File: src/rtl/uart_stream_core.sv
// Full-duplex UART with valid/ready byte streams, RTS/CTS flow control and RX error reporting.
// Optional parity bit is compiled in when UART_PARITY_EN is defined.
module uart_stream_core #(
  parameter int BIT_CLK    = 8,
  parameter int DATA_BITS  = 8,
  parameter int STOP_BITS  = 1,
  parameter int PARITY_ODD = 0
) (
  input  logic                 clk,
  input  logic                 rst_n,
  input  logic [DATA_BITS-1:0] tx_data,
  input  logic                 tx_valid,
  output logic                 tx_ready,
  input  logic                 cts,
  output logic                 txd,
  input  logic                 rxd,
  output logic [DATA_BITS-1:0] rx_data,
  output logic                 rx_valid,
  input  logic                 rx_ready,
  output logic                 rts,
  output logic                 frame_err,
  output logic                 parity_err,
  output logic                 rx_overrun
);

`ifdef UART_PARITY_EN
  localparam logic PAR_EN = 1'b1;
`else
  localparam logic PAR_EN = 1'b0;
`endif

  localparam int            TW      = $clog2(BIT_CLK);
  localparam logic [TW-1:0] T_LAST  = TW'(BIT_CLK - 1);
  localparam logic [TW-1:0] T_PRE   = TW'(BIT_CLK - 2);
  localparam logic [TW-1:0] T_MID   = TW'(BIT_CLK / 2);
  localparam logic [TW-1:0] T_ONE   = TW'(1);
  localparam logic [3:0]    B_LAST  = 4'(DATA_BITS - 1);
  localparam logic          S_LAST  = 1'(STOP_BITS - 1);
  localparam logic          PAR_ODD = 1'(PARITY_ODD);

  typedef enum logic [2:0] {IDLE, START, DATA, PARITY, STOP} state_t;

  state_t                 tx_state, tx_state_n;
  logic [TW-1:0]          tx_timer, tx_timer_n;
  logic [3:0]             tx_bits, tx_bits_n;
  logic                   tx_stop, tx_stop_n;
  logic [DATA_BITS-1:0]   tx_shift, tx_shift_n;
  logic                   tx_par, tx_par_n;
  logic                   txd_n;
  logic                   tx_wrap;

  assign tx_ready = (tx_state == IDLE) && cts;
  assign tx_wrap  = (tx_timer == T_LAST);

  always_ff @(posedge clk or negedge rst_n) begin
    if (!rst_n) begin
      tx_state <= IDLE;
      tx_timer <= '0;
      tx_bits  <= '0;
      tx_stop  <= 1'b0;
      tx_shift <= '0;
      tx_par   <= 1'b0;
      txd      <= 1'b1;
    end else begin
      tx_state <= tx_state_n;
      tx_timer <= tx_timer_n;
      tx_bits  <= tx_bits_n;
      tx_stop  <= tx_stop_n;
      tx_shift <= tx_shift_n;
      tx_par   <= tx_par_n;
      txd      <= txd_n;
    end
  end

  // The final stop bit is one cycle short in STOP; the IDLE cycle that follows
  // supplies its last high cycle, so a held tx_valid restarts with no gap.
  always_comb begin
    tx_state_n = tx_state;
    tx_timer_n = tx_wrap ? '0 : tx_timer + 1'b1;
    tx_bits_n  = tx_bits;
    tx_stop_n  = tx_stop;
    tx_shift_n = tx_shift;
    tx_par_n   = tx_par;
    case (tx_state)
      IDLE: begin
        tx_timer_n = '0;
        if (tx_valid && tx_ready) begin
          tx_state_n = START;
          tx_shift_n = tx_data;
          tx_par_n   = (^tx_data) ^ PAR_ODD;
        end
      end
      START: begin
        if (tx_wrap) begin
          tx_state_n = DATA;
          tx_bits_n  = '0;
        end
      end
      DATA: begin
        if (tx_wrap) begin
          if (tx_bits == B_LAST) begin
            tx_state_n = PAR_EN ? PARITY : STOP;
            tx_stop_n  = 1'b0;
          end else begin
            tx_shift_n = tx_shift >> 1;
            tx_bits_n  = tx_bits + 1'b1;
          end
        end
      end
      PARITY: begin
        if (tx_wrap) begin
          tx_state_n = STOP;
          tx_stop_n  = 1'b0;
        end
      end
      STOP: begin
        if (tx_stop == S_LAST && tx_timer == T_PRE) begin
          tx_state_n = IDLE;
          tx_timer_n = '0;
        end else if (tx_wrap) begin
          tx_stop_n = tx_stop + 1'b1;
        end
      end
      default: tx_state_n = IDLE;
    endcase
    case (tx_state_n)
      START:   txd_n = 1'b0;
      DATA:    txd_n = tx_shift_n[0];
      PARITY:  txd_n = tx_par_n;
      default: txd_n = 1'b1;
    endcase
  end

  // Stage p0/p1: two-flop synchroniser; p2 is the previous synchronised level for edge detect
  logic rxd_p0, rxd_p1, rxd_p2;

  always_ff @(posedge clk or negedge rst_n) begin
    if (!rst_n) begin
      rxd_p0 <= 1'b1;
      rxd_p1 <= 1'b1;
      rxd_p2 <= 1'b1;
    end else begin
      rxd_p0 <= rxd;
      rxd_p1 <= rxd_p0;
      rxd_p2 <= rxd_p1;
    end
  end

  state_t               rx_state, rx_state_n;
  logic [TW-1:0]        rx_timer, rx_timer_n;
  logic [3:0]           rx_bits, rx_bits_n;
  logic [DATA_BITS-1:0] rx_shift, rx_shift_n;
  logic                 rx_perr, rx_perr_n;
  logic                 rx_ferr, rx_ferr_n;
  logic                 rx_done, rx_done_n;
  logic                 rx_mid;

  assign rx_mid = (rx_timer == T_MID);

  always_ff @(posedge clk or negedge rst_n) begin
    if (!rst_n) begin
      rx_state <= IDLE;
      rx_timer <= '0;
      rx_bits  <= '0;
      rx_shift <= '0;
      rx_perr  <= 1'b0;
      rx_ferr  <= 1'b0;
      rx_done  <= 1'b0;
    end else begin
      rx_state <= rx_state_n;
      rx_timer <= rx_timer_n;
      rx_bits  <= rx_bits_n;
      rx_shift <= rx_shift_n;
      rx_perr  <= rx_perr_n;
      rx_ferr  <= rx_ferr_n;
      rx_done  <= rx_done_n;
    end
  end

  // The edge-detect cycle counts as timer 0, so START is entered at timer 1.
  always_comb begin
    rx_state_n = rx_state;
    rx_timer_n = (rx_timer == T_LAST) ? '0 : rx_timer + 1'b1;
    rx_bits_n  = rx_bits;
    rx_shift_n = rx_shift;
    rx_perr_n  = rx_perr;
    rx_ferr_n  = rx_ferr;
    rx_done_n  = 1'b0;
    case (rx_state)
      IDLE: begin
        rx_timer_n = '0;
        if (rxd_p2 && !rxd_p1) begin
          rx_state_n = START;
          rx_timer_n = T_ONE;
          rx_perr_n  = 1'b0;
        end
      end
      START: begin
        if (rx_mid) begin
          rx_state_n = rxd_p1 ? IDLE : DATA;
          rx_bits_n  = '0;
        end
      end
      DATA: begin
        if (rx_mid) begin
          rx_shift_n = {rxd_p1, rx_shift[DATA_BITS-1:1]};
          if (rx_bits == B_LAST) rx_state_n = PAR_EN ? PARITY : STOP;
          else                   rx_bits_n  = rx_bits + 1'b1;
        end
      end
      PARITY: begin
        if (rx_mid) begin
          rx_perr_n  = ((^rx_shift) ^ PAR_ODD) != rxd_p1;
          rx_state_n = STOP;
        end
      end
      STOP: begin
        if (rx_mid) begin
          rx_done_n  = 1'b1;
          rx_ferr_n  = !rxd_p1;
          rx_state_n = IDLE;
        end
      end
      default: rx_state_n = IDLE;
    endcase
  end

  // Holding register: a completed frame loads only if the slot is empty or being popped now
  always_ff @(posedge clk or negedge rst_n) begin
    if (!rst_n) begin
      rx_data    <= '0;
      rx_valid   <= 1'b0;
      frame_err  <= 1'b0;
      parity_err <= 1'b0;
      rx_overrun <= 1'b0;
    end else begin
      rx_overrun <= 1'b0;
      if (rx_done) begin
        if (!rx_valid || rx_ready) begin
          rx_data    <= rx_shift;
          frame_err  <= rx_ferr;
          parity_err <= PAR_EN & rx_perr;
          rx_valid   <= 1'b1;
        end else begin
          rx_overrun <= 1'b1;
        end
      end else if (rx_valid && rx_ready) begin
        rx_valid   <= 1'b0;
        frame_err  <= 1'b0;
        parity_err <= 1'b0;
      end
    end
  end

  assign rts = !rx_valid;

endmodule

File: config.mk
export PLATFORM = sky130hd
export DESIGN_NAME = uart_stream_core
export DESIGN_NICKNAME = d
export VERILOG_FILES = /design/src/rtl/uart_stream_core.sv
export SDC_FILE = /design/constraint.sdc
export NUM_CORES = 1
export LEC_CHECK = 0
export CORE_ASPECT_RATIO = 0.75
export CORE_MARGIN = 1
export CORE_UTILIZATION = 45
export CTS_CLUSTER_DIAMETER = 200
export DETAILED_ROUTE_END_ITERATION = 12
export GPL_TIMING_DRIVEN = 0
export PLACE_DENSITY = 0.71
export SLEW_MARGIN = 10
export SYNTH_ARGS = -nofsm -noshare
export SYNTH_HDL_FRONTEND = slang
export SYNTH_SLANG_ARGS = --single-unit
export TNS_END_PERCENT = 5
File: constraint.sdc
create_clock -name clk -period 2.5 [get_ports clk]
set_input_delay 0.375 -clock clk [delete_from_list [all_inputs] [get_ports clk]]
set_output_delay 0.375 -clock clk [all_outputs]
set_load 0.02 [all_outputs]
==> results.cfg, run 1 <==
[floorplan]
boundaryPins = 29
die_w_um = 89.9
dieArea_sq_um = 6110
core_area_sq_um = 5470
rows = 23
start_util = 0.477
fp.dieH_um = 68.0

[routing]
vias = 1770
final_antenna_net_count = 0
drt_pass1_iterations = 4
detail_route.vias_per_cell = 5.27
wl_per_cell_um = 13.8
drt_iter0_drc = 70
wl_um = 4650
drc = 0

[synthesis]
synth_edf_count = 0
synth_seq_area_share = 0.529
yosysTopAreaCell = dfrtp_1
yosys.area.top_type_share = 0.489
synth_area_leaders = dfrtp_1 (49%), mux2_2 (6.9%), ha_1 (4.3%)
ys_warn_count = 0
yosysUniqueCellTypes = 53
syn_avg_cell_area_sq_um = 11.6
synth.most_common_cell = dfrtp_1
synthArstFlopShare = 1.00
synth_area_sq_um = 2610
syn-num-nets = 248
yosys-top-cells-count = dfrtp_1 (51), mux2_2 (16), nor2_1 (16)
syn_inst = 225
synth_seq_cells = 55
synthFlopType = dfrtp_1

[timing]
finalCriticalPeriod_ns = 2.25
fmax_mhz = 444
slew_violations = 0
relSlewSlack = 0.580
period_share = 0.901
clock_skew_ns = 0.0132
rsz0062_at_grt = no
fin_hold_ws_ns = 0.0856
fin_tns_setup_ns = 0
setup_viol = 0
worstMarginPinSlew_ns = 0.630
hold_viol = 0
worst_slack_ns = 0.248

[worst_setup_path]
crit_required_ns = 2.12
setup.worst_path.class = flip-flop to output port
cp-start-kind = flip-flop
crit_arrival_ns = 1.88
worstSetupEndpointType = output port
cp_max_fo = 10

[clock_tree]
cts_buffers = 5
cts-resized-gates = 0
cts_buffer_depth = 2
clk_latency_ns = 0.30
root_buffer = clkbuf_8
clk_pin_slew_ns = 0.10
tritoncts = yes
hold_buffers = 0
htree_num_levels = 2
cts_sinks = 55
cts_setup_buffers = 0

[final_layout]
fin_util = 0.562
fill_cells = 468
areaGrowthSynthToFinish_pct = 17.8
drive_gt1_frac = 0.161
finalNetCount = 283
antenna_cells = 0

[worst_hold_path]
hp-class = input port to asynchronous set/reset pin

[grt]
antenna_found_initial = 0
grt_pass1_vias = 1697
grt_use_total = 0.163
overflow = 0
grt_pass1_wl_um = 7760
grt_max_degree = 29

[place]
gp_congestion = 0.835
dp_hpwl_um = 3450
dp_slack_ns = 0.302
io_buffers = 27

[power_and_ir_drop]
ir_drop_uv = 341
p_leak_nw = 1.39
power_w = 0.00177
powerDensity_nw_per_um2 = 575

[run]
drv_cap = 0

[run_status]
outcome = finished, final reports clean
kinds of logic (layout without fill, tap and decap cells):
| kind of cell | count (synthesis) | in the layout | synth area share |
|---|---|---|---|
| and+or+nand+nor | 75 | 75 | 0.171 |
| buffers and inverters | 19 | 55 | 0.0360 |
| other | 1 | 1 | 0.00144 |
| DFF | 55 | 55 | 0.529 |
| muxes | 18 | 18 | 0.0767 |
| AOI/OAI and AO/OA | 39 | 39 | 0.113 |
| xor gates and xnor gates | 9 | 9 | 0.0302 |
| adders and majority gates | 9 | 9 | 0.0431 |
critical path: stages (launching register included):
cell	delay, ns
dfrtp_1	0.38
buf_6	0.14
nor4b_4	0.39
clkdlybuf4s50_1	0.67
placed cells by master (no fill, tap or decap), drive strengths merged, types with 3 or more instances in the layout:
cell | netlist | routed
nand3b | 3 | 3
dfstp | 4 | 4
clkbuf | 2 | 8
buf | 4 | 6
o21ai | 10 | 10
a221o | 4 | 4
clkdlybuf4s50 | 0 | 26
xnor2 | 7 | 7
nor2b | 7 | 7
or3b | 3 | 3
nand3 | 6 | 6
a22oi | 6 | 6
mux2 | 16 | 16
nand2b | 4 | 4
nor2 | 17 | 17
dfrtp | 51 | 51
nor3 | 5 | 5
ha | 9 | 9
nand2 | 15 | 15
inv | 13 | 13
report_power, final:
group | leakage (nW) | total, W | switching, W | internal (W)
registers | 0.724 | 0.000996 | 0.0000459 | 0.000950
logic | 0.623 | 0.000300 | 0.000169 | 0.000132
clock network | 0.0452 | 0.000473 | 0.000275 | 0.000198
state kept, by name, summed over array words and instances, names as in the netlist, 3 cells and up:
register / cells
tx_state: 3
rx_data: 8
rx_bits: 4
tx_timer: 3
rx_state: 3
tx_shift: 8
rx_timer: 3
tx_bits: 4
rx_shift: 8
final timing paths:
check,start,to,slack (ns),depth (start not counted)
worst max-delay path,tx_state[0],tx_ready,0.25,3
worst min-delay path,rst_n,tx_bits[2],0.09,1
worst max register to register,tx_timer[0],txd,0.53,6
worst min register to register,rxd_p0,rxd_p1,0.36,0
max in group asynchronous,rst_n,rxd_p2,1.78,2
min in group clk,rxd_p0,rxd_p1,0.36,0
metal layers:
| metal | global-route usage | vias to the layer above | part of all wire |
|---|---|---|---|
| li1 | - | 863 | - |
| met1 | 0.228 | 860 | 0.52 |
| met2 | 0.249 | 40 | 0.41 |
| met3 | 0.0456 | 7 | 0.059 |
| met4 | 0.0504 | 0 | 0.011 |
| met5 | 0 | - | 0 |
final cells by class:
type | count | area [sq um] | share of cell area
plain buffers | 6 | 45.0 | 0.0146
flip-flops and latches | 55 | 1380 | 0.449
clock inverters | 2 | 13.8 | 0.00448
repair buffers | 28 | 285 | 0.0928
clock buffers | 6 | 72.6 | 0.0236
inverters | 13 | 48.8 | 0.0159
multi-input cells | 151 | 1130 | 0.369
well taps | 75 | 93.8 | 0.0305
per-stage QoR:
step | cell area [sq um] | std cells
5_1_grt | 3080 | 336
3_3_place_gp | 2970 | 327
6_report | 3080 | 336
3_5_place_dp | 2990 | 328
4_1_cts | 3080 | 336
2_1_floorplan | 2610 | 225
(Power assumes the default switching activity.)
==> run 2: changes to the inputs <==
--- a/config.mk
+++ b/config.mk
@@ -9,6 +9,7 @@
 export CORE_MARGIN = 1
 export CORE_UTILIZATION = 45
 export CTS_CLUSTER_DIAMETER = 200
+export CTS_CLUSTER_SIZE = 40
 export DETAILED_ROUTE_END_ITERATION = 12
 export GPL_TIMING_DRIVEN = 0
 export PLACE_DENSITY = 0.71
==> results of run 2 <==
Same layout as run 1: the final DEF is identical, and so are final timing and power.
==> run 3: changes to the inputs <==
--- a/config.mk
+++ b/config.mk
@@ -5,14 +5,14 @@
 export SDC_FILE = /design/constraint.sdc
 export NUM_CORES = 1
 export LEC_CHECK = 0
+export CAP_MARGIN = 10
 export CORE_ASPECT_RATIO = 0.75
 export CORE_MARGIN = 1
 export CORE_UTILIZATION = 45
-export CTS_CLUSTER_DIAMETER = 200
 export CTS_CLUSTER_SIZE = 40
 export DETAILED_ROUTE_END_ITERATION = 12
 export GPL_TIMING_DRIVEN = 0
-export PLACE_DENSITY = 0.71
+export PLACE_DENSITY = 0.77
 export SLEW_MARGIN = 10
 export SYNTH_ARGS = -nofsm -noshare
 export SYNTH_HDL_FRONTEND = slang
==> run 3 against run 2 <==
Effect of this change:
- via count fell by 0.96%
- clock skew fell by 0.0057 ns
- setup slack improved by 0.0035 ns
- highest routed layer unchanged
- design area rose by 0.85%
- critical path depth did not move
- power rose by 6.3%
- critical endpoint unchanged
- hold slack got worse by 0.0030 ns
- combinational power barely moved
- sequential power barely moved
- non-clock buffer count did not move
- utilization rose by 0.48 points
==> results.cfg, run 3 (synthesis results as in run 1) <==
[clock_tree]
cts_setup_buffers = 0
hold_buffers = 0
cts_buffers = 5
clk_latency_ns = 0.31
clk_pin_slew_ns = 0.10
tritoncts = yes
cts_sinks = 55
root_buffer = clkbuf_8
htree_num_levels = 2
cts-resized-gates = 0
cts_buffer_depth = 2

[grt]
grt_pass1_vias = 1696
grt_max_degree = 29
overflow = 0
antenna_found_initial = 0
grt_pass1_wl_um = 7820
grt_use_total = 0.164

[timing]
fmax_mhz = 445
clock_skew_ns = 0.00749
finalCriticalPeriod_ns = 2.25
period_share = 0.900
relSlewSlack = 0.568
fin_tns_setup_ns = 0
setup_viol = 0
slew_violations = 0
worstMarginPinSlew_ns = 0.649
worst_slack_ns = 0.251
hold_viol = 0
rsz0062_at_grt = no

[final_layout]
final_cell_mix = dfrtp_1 (51), clkdlybuf4s50_1 (26), nor2_1 (16), mux2_2 (16), nand2_1 (14)
finalNetCount = 283
fin_util = 0.567
antenna_cells = 0
largest_registers = rx_data (8), rx_shift (8), tx_shift (8)
final_common_cell = dfrtp_1
design_area_sq_um = 3100
drive_gt1_frac = 0.165
instances_no_fill = 336
areaGrowthSynthToFinish_pct = 18.8

[power_and_ir_drop]
ir_drop_uv = 275
powerDensity_nw_per_um2 = 606
p_leak_nw = 1.40

[floorplan]
rows = 23
core_area_sq_um = 5470
start_util = 0.477
die_w_um = 89.9
fp.dieH_um = 68.0
dieArea_sq_um = 6110
boundaryPins = 29

[worst_hold_path]
hp-class = input port to asynchronous set/reset pin

[routing]
detail_route.vias_per_cell = 5.22
drc = 0
wl_um = 4600
final_antenna_net_count = 0
wl_per_cell_um = 13.7
drt_pass1_iterations = 5
vias = 1753
drt_iter0_drc = 61

[place]
dpl_cell_area_sq_um = 2990
place_inst = 328
gp_congestion = 0.769
dp_slack_ns = 0.280
io_buffers = 27
dp_hpwl_um = 3360

[worst_setup_path]
crit_required_ns = 2.12
setup.worst_path.class = flip-flop to output port
cp-start-kind = flip-flop
crit_arrival_ns = 1.87
cp_slowest_cell = clkdlybuf4s50_1
path_cells = buf_6 -> nor4b_4 -> clkdlybuf4s50_1
cp_max_fo = 10
max_stage_delay_ns = 0.67
worstSetupEndpointType = output port

[run_status]
outcome = finished, final reports clean

[run]
drv_cap = 0
## run 3: cell types whose count changed in the layout (fill, tap and decap cells not counted), sizes merged
cell,delta
bufinv,+1
clkbuf,-1
## run 3: per-stage QoR
step	hold slack (ns)	total power [W]
global placement	0.345	0.00130
CTS	0.104	0.00190
finish	0.0827	0.00188
global route	0.130	0.00200
detailed placement	0.347	0.00131
floorplan	0.0794	0.00121
## run 3: power breakdown
| part | switching (W) | internal [W] |
|---|---|---|
| Clock | 0.000286 | 0.000299 |
| Combinational | 0.000167 | 0.000132 |
| Sequential | 0.0000469 | 0.000950 |
## run 3: cell type report
| cell class | instances | area, sq um |
|---|---|---|
| inverters | 13 | 48.8 |
| repair buffers | 28 | 285 |
| fillers | 492 | 2370 |
| well taps | 75 | 93.8 |
| multi-input cells | 151 | 1130 |
| flip-flops and latches | 55 | 1380 |
| clock buffers | 5 | 68.8 |
| clock inverters | 3 | 43.8 |
| plain buffers | 6 | 45.0 |
## run 3: path summary, 6_finish.rpt
kind	startpoint	end	slack [ns]	cells after the start
worst min-delay path	rst_n	tx_shift[1]	0.08	1
max in group asynchronous	rst_n	rxd_p2	1.76	2
min in group clk	rxd_p0	rxd_p1	0.36	0
worst max register to register	tx_timer[0]	txd	0.56	6
worst max-delay path	tx_state[0]	tx_ready	0.25	3
worst min register to register	rxd_p0	rxd_p1	0.36	0
## run 3: worst max-delay path, delay by kind of cell, from the launching register on
| family | cells | cell delay, ns |
|---|---|---|
| flops | 1 | 0.38 |
| simple gates | 1 | 0.37 |
| buf+inv | 2 | 0.81 |
## run 3: per-layer routing
| layer | track usage | vias up | wire (um) |
|---|---|---|---|
| met3 | 0.0433 | 5 | 183 |
| met1 | 0.225 | 847 | 2400 |
| met4 | 0.0565 | 0 | 59 |
| met5 | 0 | - | 0 |
| met2 | 0.255 | 38 | 1960 |
| li1 | - | 863 | - |
==> RTL change 1: new RTL, flow settings as in run 1 <==
Set the parameter `BIT_CLK` to 16 (it was 8).
--- a/src/rtl/uart_stream_core.sv
+++ b/src/rtl/uart_stream_core.sv
@@ -1,7 +1,7 @@
 // Full-duplex UART with valid/ready byte streams, RTS/CTS flow control and RX error reporting.
 // Optional parity bit is compiled in when UART_PARITY_EN is defined.
 module uart_stream_core #(
-  parameter int BIT_CLK    = 8,
+  parameter int BIT_CLK    = 16,
   parameter int DATA_BITS  = 8,
   parameter int STOP_BITS  = 1,
   parameter int PARITY_ODD = 0
Function: changed (a bounded check fails within 10 cycles, from zero or initial values and one cycle with rst_n low).
==> RTL change 1 against run 1 <==
Worst setup slack improved by 0.11 ns. Sequential cell count increased by 2. Register-to-register slack improved by 0.17 ns. Via count increased by 0.85%. Hold slack improved by 0.0074 ns. Synthesized area decreased by 1.7%. Final area increased by 0.77%. Synthesized cell count increased by 2.2%. First-iteration DRC count increased by 36%. Routed wire length decreased by 11%. Critical path depth decreased by 1. Clock power increased by 55%. Power increased by 16%. Largest power group unchanged.
==> RTL change 1: results (changes against run 1) <==
- Status: finished, final reports clean
- Fill count: 496 (+6.0%)
- Post-Syn Area per Cell: 11.2 µm² (-3.9%)
- GRT met2 Usage: 21.8% (-3.1 points)
- DP Wirelength: 2920 µm (-15%)
- CP arrival: 1.77 ns (-0.11 ns)
- Wire length on met3: 221 µm (-19%)
- Die ar.: 6010 µm² (-1.7%)
- Final Core Density: 57.3% (+1.0 points)
- XOR/XNOR Fraction of Synth Area: 3.76% (+0.74 points)
- Non-clock buffer count in the final layout: 30 (-12%)
- Worst stage delay on the critical path: 0.65 ns (-0.02 ns)
- Post-Synth Adder-Cell Area: 2.93% (-1.4 points)
- Layout Skew: 0.00744 ns (-0.00572 ns)
- Drt initial violations: 95 (+36%)
- CLK BUF: 11 (+5)
- Nets@finish: 288 (+1.8%)
- Length of routed met2 wiring: 1720 µm (-9.3%)
- Htree depth: 3 (+1)
- Worst skew pair latency: 0.33 ns (+0.03 ns)
- Vias in the first global route: 1587 (-6.5%)
- Synth top cells by count: dfrtp_1, nand2_1, mux2_2
- Clk slew on worst S/H paths: 0.06 ns (-0.04 ns)
- Mux cell area share after synthesis: 7.41% (-0.26 points)
- Synth cell types: 47 (-11%)
- Placer Congestion: 0.732 (-12%)
- Routed vias: 1785 (+0.85%)
- Layout cell share with drive strength beyond 1: 17.6% (+1.5 points)
- Part of the Yosys area used for sequential elements: 55.8% (+2.9 points)
- Inverters: 9 (-4)
- DRT Wirelength: 4140 µm (-11%)
- Multi-Input Combinational: 161 (+6.6%)
- ClkCell Share: 5.57% (+2.8 points)
- Met3 GRT Util: 6.97% (+2.4 points)
RTL change 1: changes by cell type after synthesis, sizes merged, moves of 3 or more:
cell and change:
a21oi +9, o21ai +3, a221o -4, nor2 -3, nand3 +6, ha -3, nand2 +15, nor2b -4
inv -4
RTL change 1: worst paths after layout:
check,start,cells after the start,end,slack (ns)
max,tx_state[1],2,tx_ready,0.36
min,rst_n,1,tx_timer[1],0.09
max reg2reg,tx_bits[0],7,tx_bits[3],0.70
max in group asynchronous,rst_n,1,tx_bits[0],1.95
min in group clk,rxd_p0,0,rxd_p1,0.35
min reg2reg,rxd_p0,0,rxd_p1,0.35
RTL change 1: per-stage QoR:
stage,worst slack [ns],hold slack (ns)
after global placement,-0.696,0.346
after floorplan,0.777,0.0794
final,0.360,0.0931
after CTS,0.337,0.107
after detailed placement,0.442,0.351
after global routing,0.254,0.139
RTL change 1: where the power goes:
part	leakage (µW)	switching, µW	internal [µW]
clock	0.0000891	348	382
sequential	0.000750	64.8	987
combinational	0.000565	142	129
total	0.00140	555	1500
==> RTL change 2: new RTL, config.mk and constraints of run 1 <==
Made on the original files. Re-encode `state_t` (5 states) as one-hot, 5 bits wide.
--- a/src/rtl/uart_stream_core.sv
+++ b/src/rtl/uart_stream_core.sv
@@ -38,7 +38,7 @@
   localparam logic          S_LAST  = 1'(STOP_BITS - 1);
   localparam logic          PAR_ODD = 1'(PARITY_ODD);
 
-  typedef enum logic [2:0] {IDLE, START, DATA, PARITY, STOP} state_t;
+  typedef enum logic [4:0] {IDLE = 5'b00001, START = 5'b00010, DATA = 5'b00100, PARITY = 5'b01000, STOP = 5'b10000} state_t;
 
   state_t                 tx_state, tx_state_n;
   logic [TW-1:0]          tx_timer, tx_timer_n;
Check against the original RTL: no difference found for any inputs over 10 cycles, from zero or initial values and one cycle with rst_n low; not proved beyond that.
==> RTL change 2 against run 1 <==
Worst setup slack got worse by 0.13 ns. Power rose by 22%. Routed wire length rose by 12%. Via count rose by 15%. Synthesized area rose by 11%. Final area rose by 12%. Sequential cell count rose by 3. Cell count rose by 11%. Hold slack improved by 0.022 ns. Fmax fell by 5.4%. Sequential power rose by 4%. Clock skew fell by 0.0059 ns. Largest cell class unchanged. Largest power group unchanged.
==> RTL change 2: results (changes against run 1) <==
- Synth cell types: 55 (+3.8%)
- Drt initial violations: 91 (+30%)
- Net switching fraction of the power: 26.9% (-0.74 points)
- Met1 WL: 2640 µm (+8.8%)
- Nets@finish: 313 (+11%)
- CP Max Fanout: 5 (-5)
- Placer Congestion: 0.850 (+1.8%)
- DP Wirelength: 3620 µm (+5.1%)
- Layout Skew: 0.00728 ns (-0.00588 ns)
- Cell count after synthesis: 251 (+12%)
- CTS buffer count: 9 (+4)
- Status: finished, final reports clean
- Syn_nets: 274 (+10%)
- Final setup violation count: 0 (unchanged)
- Placed cell count: 356 (+8.5%)
- Relative slew margins: 49.4% (-8.6 points)
- Htree depth: 3 (+1)
- Average wire per standard cell: 14.0 µm (+1.1%)
- Clk slew on worst S/H paths: 0.07 ns (-0.03 ns)
- Part of the Yosys area used for sequential elements: 50.5% (-2.4 points)
- GRT Total Usage: 17.7% (+1.4 points)
- CP arrival: 2.01 ns (+0.13 ns)
- First-pass GRT wire length: 9010 µm (+16%)
- Worst skew pair latency: 0.33 ns (+0.03 ns)
- Peak supply drop: 465 µV (+36%)
- DRT Pass-1 Iters: 5 (+1)
- Vias in the first global route: 1970 (+16%)
- Leading post-synthesis cells by cell area: dfrtp_1, mux2_2, dfstp_2
## RTL change 2: cell count changes after synthesis, moves of 3 or more
cell / change
nor2_1: -3
buf_2: +3
a221o_1: -4
mux2_2: +8
nor2b_1: -4
or4b_1: +3
a22o_1: +6
nand3_1: +4
a22oi_1: -5
## RTL change 2: repair_timing
item,4_1_cts,5_1_grt
gates resized for setup,4,0
setup endpoints to repair,1,0
buffers inserted,1,0
endpoints found under the hold margin,0,0
## RTL change 2: layout make-up
type / count / area [µm²]
Fill cell: 516 / 2550
Sequential cell: 58 / 1460
Multi-Input combinational cell: 169 / 1320
Timing Repair Buffer: 28 / 277
Clock buffer: 9 / 124
Tap cell: 78 / 97.6
Clock inverter: 7 / 68.8
Inverter: 15 / 56.3
Buffer: 9 / 48.8
## RTL change 2: path summary, 6_finish.rpt
path / cells after the start / end / startpoint / slack, ns
setup / recovery: 4 / tx_ready / tx_state[0] / 0.12
hold / removal: 1 / tx_state[3] / rst_n / 0.11
setup reg to reg: 6 / tx_shift[1] / tx_timer[0] / 0.19
hold reg to reg: 0 / rxd_p1 / rxd_p0 / 0.35
max in group asynchronous: 1 / rx_timer[2] / rst_n / 1.92
min in group clk: 0 / rxd_p1 / rxd_p0 / 0.35
## RTL change 2: worst max-delay path, stage by stage (launching register included)
cell	delay, ns
dfstp_2	0.55
or4b_1	0.46
buf_2	0.18
nor3b_1	0.20
clkdlybuf4s15_2	0.29
## RTL change 2: power groups by stage
stage                     Combinational [µW]  Clock, µW  Sequential (µW)
after detailed placement                 289          0             1060
after floorplan                          198          0             1050
after global placement                   280          0             1050
after global routing                     328        899             1050
after CTS                                296        859             1040
final                                    290        828             1040
## RTL change 2: kinds of logic (layout without fill, tap and decap cells)
family / after synthesis / count (layout) / synth area share (%)
and+or+nand+nor: 75 / 75 / 15.9
DFF: 58 / 58 / 50.5
AOI/OAI and AO/OA: 47 / 47 / 12.4
muxes: 28 / 28 / 10.7
buffers and inverters: 24 / 68 / 3.64
adders and majority gates: 9 / 9 / 3.90
xor gates and xnor gates: 9 / 9 / 2.73
other: 1 / 1 / 0.130
## RTL change 2: layer usage
layer	vias up	global-route usage (%)
li1	989	-
met3	9	5.52
met5	-	0
met2	49	25.5
met4	0	7.58
met1	990	24.7
## RTL change 2: per-stage QoR
stage | utilization [%] | hold WS [ns] | total power, µW | cell area, µm²
finish | 57.5 | 0.108 | 2160 | 3450
CTS | 57.5 | 0.120 | 2200 | 3450
global route | 57.5 | 0.161 | 2280 | 3450
detailed placement | 54.1 | 0.348 | 1350 | 3250
floorplan | - | 0.0794 | 1240 | 2890
global placement | 54.2 | 0.350 | 1330 | 3250
